## src/rtl/display_pkg.sv

```systemverilog
// ---------------------------------------------------------------------------
// display_pkg
//   Shared constants and types for the VGA display back-end.
//   - Default 640x480@60 timing (pixels / lines) and the derived totals.
//   - Sync pulse start/end positions for the default timing.
//   - pixel_t (8-bit grayscale) and rgb_t (24-bit {R,G,B}).
//   - gray_to_rgb(): expands a gray byte into an equal-channel colour.
// ---------------------------------------------------------------------------
package display_pkg;

    localparam int VGA_H_ACTIVE = 640;
    localparam int VGA_H_FP     = 16;
    localparam int VGA_H_SYNC   = 96;
    localparam int VGA_H_BP     = 48;

    localparam int VGA_V_ACTIVE = 480;
    localparam int VGA_V_FP     = 10;
    localparam int VGA_V_SYNC   = 2;
    localparam int VGA_V_BP     = 33;

    localparam int H_TOTAL = VGA_H_ACTIVE + VGA_H_FP + VGA_H_SYNC + VGA_H_BP;  // 800
    localparam int V_TOTAL = VGA_V_ACTIVE + VGA_V_FP + VGA_V_SYNC + VGA_V_BP;  // 525

    // Sync pulses cover [START, END).
    localparam int HS_START = VGA_H_ACTIVE + VGA_H_FP;   // 656
    localparam int HS_END   = HS_START + VGA_H_SYNC;     // 752
    localparam int VS_START = VGA_V_ACTIVE + VGA_V_FP;   // 490
    localparam int VS_END   = VS_START + VGA_V_SYNC;     // 492

    typedef logic [7:0]  pixel_t;
    typedef logic [23:0] rgb_t;

    function automatic rgb_t gray_to_rgb(input pixel_t p);
        return {p, p, p};
    endfunction

endpackage

```

## src/rtl/vga_timing.sv

```systemverilog
// ---------------------------------------------------------------------------
// vga_timing
//   Pixel-tick divider plus horizontal/vertical position counters.
//   Ports:
//     clk    - block clock
//     rst    - asynchronous, active-low reset
//     tick   - one-clk pulse every CLK_DIV clks; pixel state moves only here
//     h, v   - current pixel position (h: 0..H_total-1, v: 0..V_total-1)
//     active - position lies inside the visible area
//     hs_n   - horizontal sync for this position, active-low
//     vs_n   - vertical sync for this position, active-low
// ---------------------------------------------------------------------------
module vga_timing
    import display_pkg::*;
#(
    parameter int CLK_DIV  = 2,
    parameter int H_ACTIVE = VGA_H_ACTIVE,
    parameter int H_FP     = VGA_H_FP,
    parameter int H_SYNC   = VGA_H_SYNC,
    parameter int H_BP     = VGA_H_BP,
    parameter int V_ACTIVE = VGA_V_ACTIVE,
    parameter int V_FP     = VGA_V_FP,
    parameter int V_SYNC   = VGA_V_SYNC,
    parameter int V_BP     = VGA_V_BP,
    parameter int H_W      = $clog2(H_ACTIVE + H_FP + H_SYNC + H_BP),
    parameter int V_W      = $clog2(V_ACTIVE + V_FP + V_SYNC + V_BP)
) (
    input  logic           clk,
    input  logic           rst,
    output logic           tick,
    output logic [H_W-1:0] h,
    output logic [V_W-1:0] v,
    output logic           active,
    output logic           hs_n,
    output logic           vs_n
);

    localparam int H_PERIOD   = H_ACTIVE + H_FP + H_SYNC + H_BP;
    localparam int V_PERIOD   = V_ACTIVE + V_FP + V_SYNC + V_BP;
    localparam int H_SYNC_ON  = H_ACTIVE + H_FP;
    localparam int H_SYNC_OFF = H_SYNC_ON + H_SYNC;
    localparam int V_SYNC_ON  = V_ACTIVE + V_FP;
    localparam int V_SYNC_OFF = V_SYNC_ON + V_SYNC;
    localparam int DIV_W      = $clog2(CLK_DIV);

    logic [DIV_W-1:0] div;

    assign tick = (div == DIV_W'(CLK_DIV - 1));

    always_ff @(posedge clk or negedge rst) begin
        // NOTE: registers use non-blocking (<=) so every flop samples the
        // pre-edge value of its neighbours, independent of statement order.
        if (!rst) begin
            div <= '0;
            h   <= '0;
            v   <= '0;
        end else if (tick) begin
            div <= '0;
            if (h == H_W'(H_PERIOD - 1)) begin
                h <= '0;
                v <= (v == V_W'(V_PERIOD - 1)) ? '0 : v + V_W'(1);
            end else begin
                h <= h + H_W'(1);
            end
        end else begin
            div <= div + DIV_W'(1);
        end
    end

    // Comparisons are done in int so boundary constants never truncate.
    assign active = (int'(h) < H_ACTIVE) && (int'(v) < V_ACTIVE);
    assign hs_n   = !((int'(h) >= H_SYNC_ON) && (int'(h) < H_SYNC_OFF));
    assign vs_n   = !((int'(v) >= V_SYNC_ON) && (int'(v) < V_SYNC_OFF));

endmodule

```

## src/rtl/vga_scanout.sv

```systemverilog
// ---------------------------------------------------------------------------
// vga_scanout
//   VGA display back-end: generates raster timing, reads 8-bit gray pixels
//   from the image memory and presents them as gray RGB with syncs.
//   Ports:
//     clk          - single clock
//     rst          - asynchronous, active-low reset
//     image_select - async switch: 0 = source image, 1 = interpolated image
//     mem_addr     - pixel read address (holds between reads)
//     mem_rd       - one-clk read strobe, only inside the image window
//     mem_data     - pixel byte, valid one clk after mem_rd
//     hsync, vsync - active-low syncs, aligned with RGB
//     RGB          - {R,G,B} colour, zero outside the image window
//     blank        - high outside the visible area
//     frame_start  - one-clk pulse when pixel (0,0) is issued
// ---------------------------------------------------------------------------
module vga_scanout
    import display_pkg::*;
#(
    parameter int CLK_DIV  = 2,
    parameter int H_ACTIVE = VGA_H_ACTIVE,
    parameter int H_FP     = VGA_H_FP,
    parameter int H_SYNC   = VGA_H_SYNC,
    parameter int H_BP     = VGA_H_BP,
    parameter int V_ACTIVE = VGA_V_ACTIVE,
    parameter int V_FP     = VGA_V_FP,
    parameter int V_SYNC   = VGA_V_SYNC,
    parameter int V_BP     = VGA_V_BP,
    parameter int IMG_W    = 256,
    parameter int IMG_H    = 256,
    parameter int ADDR_W   = 17,
    parameter int SRC_BASE = 0,
    parameter int DST_BASE = 65536
) (
    input  logic              clk,
    input  logic              rst,
    input  logic              image_select,
    output logic [ADDR_W-1:0] mem_addr,
    output logic              mem_rd,
    input  logic [7:0]        mem_data,
    output logic              hsync,
    output logic              vsync,
    output logic [23:0]       RGB,
    output logic              blank,
    output logic              frame_start
);

    localparam int H_W = $clog2(H_ACTIVE + H_FP + H_SYNC + H_BP);
    localparam int V_W = $clog2(V_ACTIVE + V_FP + V_SYNC + V_BP);
    localparam int IW  = $clog2(IMG_W);
    localparam int IV  = $clog2(IMG_H);

    logic           tick;
    logic [H_W-1:0] h;
    logic [V_W-1:0] v;
    logic           active;
    logic           hs_n;
    logic           vs_n;

    vga_timing #(
        .CLK_DIV  (CLK_DIV),
        .H_ACTIVE (H_ACTIVE),
        .H_FP     (H_FP),
        .H_SYNC   (H_SYNC),
        .H_BP     (H_BP),
        .V_ACTIVE (V_ACTIVE),
        .V_FP     (V_FP),
        .V_SYNC   (V_SYNC),
        .V_BP     (V_BP),
        .H_W      (H_W),
        .V_W      (V_W)
    ) u_timing (
        .clk    (clk),
        .rst    (rst),
        .tick   (tick),
        .h      (h),
        .v      (v),
        .active (active),
        .hs_n   (hs_n),
        .vs_n   (vs_n)
    );

    // image_select synchroniser; sel_sync[1] is the usable value.
    logic [1:0] sel_sync;

    always_ff @(posedge clk or negedge rst) begin
        if (!rst) begin
            sel_sync <= '0;
        end else begin
            sel_sync <= {sel_sync[0], image_select};
        end
    end

    logic              sel_frame;
    logic              sel_next;
    logic              at_origin;
    logic              in_img;
    logic [ADDR_W-1:0] base;
    logic [ADDR_W-1:0] rd_addr;

    // The selection only changes at the origin pixel, so a whole frame
    // always comes from one image. The origin pixel itself already uses the
    // freshly latched selection.
    assign at_origin = tick && (h == '0) && (v == '0);
    assign sel_next  = at_origin ? sel_sync[1] : sel_frame;
    assign base      = sel_next ? ADDR_W'(DST_BASE) : ADDR_W'(SRC_BASE);
    assign in_img    = (int'(h) < IMG_W) && (int'(v) < IMG_H);
    assign rd_addr   = base + ADDR_W'({v[IV-1:0], h[IW-1:0]});

    // Stage-1 registers carried alongside the outstanding memory read.
    logic s1_active;
    logic s1_in_img;
    logic s1_hs_n;
    logic s1_vs_n;

    always_ff @(posedge clk or negedge rst) begin
        if (!rst) begin
            sel_frame   <= 1'b0;
            mem_addr    <= '0;
            mem_rd      <= 1'b0;
            frame_start <= 1'b0;
            s1_active   <= 1'b0;
            s1_in_img   <= 1'b0;
            s1_hs_n     <= 1'b1;
            s1_vs_n     <= 1'b1;
            RGB         <= '0;
            blank       <= 1'b1;
            hsync       <= 1'b1;
            vsync       <= 1'b1;
        end else begin
            // Strobes are single-clk: cleared every clk, set only on a tick.
            mem_rd      <= 1'b0;
            frame_start <= 1'b0;
            if (tick) begin
                // Stage 1: issue the read for the current position.
                sel_frame   <= sel_next;
                frame_start <= at_origin;
                if (in_img) begin
                    mem_rd   <= 1'b1;
                    mem_addr <= rd_addr;
                end
                s1_active <= active;
                s1_in_img <= in_img;
                s1_hs_n   <= hs_n;
                s1_vs_n   <= vs_n;

                // Stage 2: previous pixel's data has been stable for
                // CLK_DIV-1 clks, so it is sampled together with its syncs.
                RGB   <= s1_in_img ? gray_to_rgb(mem_data) : '0;
                blank <= !s1_active;
                hsync <= s1_hs_n;
                vsync <= s1_vs_n;
            end
        end
    end

endmodule

```

## config.mk

```make
export PLATFORM = sky130hd
export DESIGN_NAME = vga_scanout
export DESIGN_NICKNAME = d
export VERILOG_FILES = /design/src/rtl/display_pkg.sv /design/src/rtl/vga_timing.sv /design/src/rtl/vga_scanout.sv
export SDC_FILE = /design/constraint.sdc
export NUM_CORES = 1
export LEC_CHECK = 0
export ABC_CLOCK_PERIOD_IN_PS = 2290
export BUFFER_PORTS_ARGS = -buffer_cell sky130_fd_sc_hd__buf_2
export CAP_MARGIN = 20
export CORE_ASPECT_RATIO = 1.4
export CORE_MARGIN = 1
export CORE_UTILIZATION = 40
export DETAILED_ROUTE_END_ITERATION = 7
export MAX_ROUTING_LAYER = met4
export SETUP_SLACK_MARGIN = 0.5
export SYNTH_ARGS = -nofsm -noshare
export SYNTH_HDL_FRONTEND = slang
export SYNTH_HIERARCHICAL = 1
export SYNTH_SLANG_ARGS = --single-unit
```

## constraint.sdc

```tcl
create_clock -name clk -period 2.29 [get_ports clk]
set_input_delay 0.5725 -clock clk [delete_from_list [all_inputs] [get_ports clk]]
set_output_delay 0.5725 -clock clk [all_outputs]
set_load 0.02 [all_outputs]
```

==> summary.md <==
| Metric | Value |
|---|---|
| Mux cell area share after synthesis | `a little under an eighth` |
| Post-DR wirelength/cell | `between 10 and 15 um` |
| TritonRoute pass-1 iters | `4` |
| Relative max-transition margin | `65.0%` |
| Final setup viols | `0` |
| CP Data Arrival Time | `approximately 2100 ps` |
| Critical path peak fanout | `6` |
| H-tree levels | `3` |
| Die ar. | `~0.0071 mm2` |
| Power per cell area | `slightly below 600 mW/mm2` |
| Critical-path top delay cell | `or4b_4` |
| Worst path cell trace | `or4b_4, buf_12, nor3_4, o21ai_0, o2bb2ai_1` |
| Worst reg-to-reg path cell count | `5` |
| Crit path required time | `2510 ps` |
| Chip Width | `a little over 70 um` |
| Final nets | `slightly above 300` |
| CTS sink cnt | `a little under 60` |
| Critical path startpoint category | `flop` |
| Cell family with most CP delay | `simple AND/OR/NAND/NOR gates` |
| Core Util, Final | `approximately 49%` |
| Net count after synthesis | `250` |
| Dpl cells | `about 350` |
| Post-synthesis xor/xnor area fraction | `roughly 3.2%` |
| Clk Latency, worst-skew pair | `between 300 and 400 ps` |
| Pwr Total | `about 1.9 mW` |
| # IOs | `57` |
| Post-synthesis simple-gate area fraction | `~17%` |
| Switch share | `23.2%` |
| Leakage power | `around 1.6 nW` |
| # DRC | `0` |
| Dpl hpwl | `around 3600 um` |
| Worst slack, placed | `approximately 460 ps` |
| Compound-gate portion of the synthesized area | `5.07%` |
| Routability cong. | `0.797` |
| RR Endpoint | `u_timing/v[2]$_DFFE_PN0P_` |
| DR iter-0 viols | `about 120` |
| Num rows | `35` |
| Share of cells above drive strength 1 | `between 40% and 50%` |
| Port-buffer cells | `56` |
| Tmin final | `about 1900 ps` |
| Max Cap Viol | `0` |
| Crit-path max cell delay | `slightly below 600 ps` |
| Commonest cells after routing, fill and taps aside | `56 x buf_2, 50 x dfrtp_1, 20 x inv_1` |
| Internal power | `1.48 mW` |
| Post-synthesis instance total | `235` |
| Seq pwr share | `54.1%` |
| CP Capture Type | `flop` |
| Initial Util | `between 40% and 50%` |
| Post-synthesis average cell area | `11.5 um2` |
| Area Growth Syn to Fin | `19.3%` |
| Synthesized cell area | `0.00271 mm2` |
| Grt total ovfl | `0` |
| Max-slew violation count | `0` |
| Core area | `about 0.0066 mm2` |
| Min setup slack post-route | `435 ps` |
| First-pass GRT wire length | `about 9000 um` |
| Worst IR Drop VDD | `266 uV` |
| Final count of hold timing violations | `0` |
| RSZ-0062 raised after global routing | `yes` |
| Vias/cell | `slightly above 5` |
| CTS tree | `built` |
| Post-synth cell types | `39` |
| #FFs+latches synth | `58` |
| Main combinational cell family by area after synthesis | `simple AND/OR/NAND/NOR gates` |
| Most common cell after layout, fill and taps aside | `buf_2` |
| Clock Power Share | `about two fifths` |
| Crit path buf inv count | `1` |
| Fin Clk Skew | `11.5 ps` |
| Final wirelength | `~5200 um` |
| FF-to-FF setup slack | `430 ps` |
| Final ANT Viol Nets | `0` |
| Setup TNS | `0 ps` |
| FMAX | `between 0.5 and 0.6 GHz` |
| Post-route clock period utilization | `81.0%` |
| Pin count of the biggest net entering global routing | `38` |
| Clock transition at path regs | `approximately 70 ps` |
| Comb pwr share | `under 10%` |
| Outcome | `finished, final reports clean` |
| Initial antenna violation count | `0` |
| CTS buffer count | `9` |
| Die Height | `99.5 um` |
| Fin cells | `~370` |
| Ys Warns | `6` |
| Hold Crit Class | `input port to asynchronous set/reset pin` |
| Worst reg2reg path startpoint | `u_timing/h[7]$_DFFE_PN0P_` |
| Classification of the worst setup path | `flop to flop` |
| Switch Pwr | `between 400 and 500 uW` |
| CTS root buf | `clkbuf_8` |
| Ant diodes | `0` |
| Overall routing resource usage | `about 17%` |
| Worst-Margin Slew | `approximately 530 ps` |
| Total number of vias | `between 1500 and 2000` |
| Worst-case clock buffer depth | `2` |
| Vias in the first global route | `about 1800` |
| Post-synthesis sequential area ratio | `53.7%` |
| Post-synthesis adder-cell area fraction | `1.84%` |
-- synthesized netlist by cell type --
| cell type | number | area share, % |
|---|---|---|
| and2_2 | 1 | 0.28 |
| a22oi_1 | 1 | 0.28 |
| nor4_1 | 4 | 0.92 |
| and2_1 | 2 | 0.46 |
| mux2i_1 | 3 | 1.1 |
| nor4_4 | 2 | 1.6 |
| a21oi_1 | 1 | 0.18 |
| and3_1 | 6 | 1.4 |
| clkbuf_1 | 3 | 0.41 |
| nand3_1 | 19 | 3.5 |
| nor3_4 | 1 | 0.60 |
| dfrtp_1 | 53 | 49 |
| xnor2_1 | 7 | 2.3 |
| o22ai_1 | 1 | 0.23 |
| mux2_2 | 14 | 5.8 |
| nor2_2 | 1 | 0.23 |
| or4_1 | 1 | 0.28 |
| or4b_4 | 1 | 0.51 |
| or3_2 | 1 | 0.28 |
| o21ai_0 | 17 | 3.1 |
| nand2b_1 | 3 | 0.69 |
| xor2_1 | 3 | 0.97 |
| a31o_2 | 1 | 0.32 |
| nor4bb_1 | 1 | 0.37 |
| inv_1 | 20 | 2.8 |
| nor2_1 | 6 | 0.83 |
| dfstp_2 | 5 | 4.8 |
| buf_6 | 1 | 0.41 |
| buf_4 | 17 | 4.7 |
| and4_1 | 1 | 0.32 |
| and3b_1 | 1 | 0.32 |
| nand4_2 | 1 | 0.46 |
| nand2_1 | 13 | 1.8 |
| mux2_4 | 8 | 4.4 |
| nor3_1 | 3 | 0.55 |
| ha_1 | 4 | 1.8 |
| nand4_1 | 5 | 1.2 |
| o21a_1 | 1 | 0.28 |
| o2bb2ai_1 | 2 | 0.65 |
-- metrics by stage --
stage               area [um2]  hold WS, ps
detailed placement        2980          336
CTS                       3160          216
finish                    3240          208
global route              3240          236
floorplan                 2710          277
global placement          2980          338
-- per-layer routing --
metal	routed length [um]	global-route usage (%)	vias up	share of wire [%]
li1	-	-	913	-
met1	2240	20.3	923	43
met2	2760	27.1	39	53
met3	167	5.17	6	3.2
met4	76	7.69	0	1.4
met5	0	-	-	0
-- state kept, by name (all words and copies together) (netlist names) --
name           flops
mem_addr          17
u_timing/h        10
u_timing/v        10
RGB                8
sel_sync           2
blank              1
frame_start        1
hsync              1
mem_rd             1
s1_active          1
s1_hs_n            1
s1_in_img          1
s1_vs_n            1
sel_frame          1
u_timing/tick      1
vsync              1
-- power by group through the flow --
stage	clock network, mW	registers [mW]	logic, mW
4_1_cts	0.822	1.04	0.0959
2_1_floorplan	0	1.07	0.0495
6_report	0.792	1.04	0.0929
5_1_grt	0.874	1.04	0.105
3_5_place_dp	0	1.06	0.0956
3_3_place_gp	0	1.06	0.0961
-- logic make-up (layout without fill, tap and decap cells) --
family,count (synthesis),in the layout
adder cells (fa/ha/maj),4,4
AND/OR/NAND/NOR,73,73
AO/OA/AOI/OAI,24,24
flip-flops,58,58
buffers and inverters,41,104
XOR/XNOR,10,10
multiplexers,25,25
-- worst max path at each step --
stage                                          from                        end  slack, ps  depth (start not counted)
after detailed placement  u_timing/h[7]$_DFFE_PN0P_  u_timing/v[7]$_DFFE_PN0P_        460                          4
after global routing      u_timing/h[7]$_DFFE_PN0P_  u_timing/v[3]$_DFFE_PN0P_        380                          5
after global placement    u_timing/h[6]$_DFFE_PN0P_  u_timing/v[7]$_DFFE_PN0P_        490                          4
final                     u_timing/h[7]$_DFFE_PN0P_  u_timing/v[2]$_DFFE_PN0P_        430                          5
after CTS                 u_timing/h[0]$_DFFE_PN0P_  u_timing/v[7]$_DFFE_PN0P_        500                          5
after floorplan           u_timing/h[7]$_DFFE_PN0P_  u_timing/v[7]$_DFFE_PN0P_        560                          4
-- cell type report --
class,count,area [um2]
clock inverters,4,20.0
well taps,74,92.6
inverters,20,75.1
flip-flops and latches,58,1460
clock buffers,12,145
fillers,605,3330
multi-input cells,136,1050
repair buffers,68,395
-- what timing repair did --
action,in CTS,in global routing
setup buffers,2,6
hold buffers,0,0
hold endpoints to repair,0,0
cloned,0,0
endpoints found under the setup margin,5,20
resized for setup,1,6
pin swaps,3,7
No activity file was read; power rests on OpenSTA's default activity.
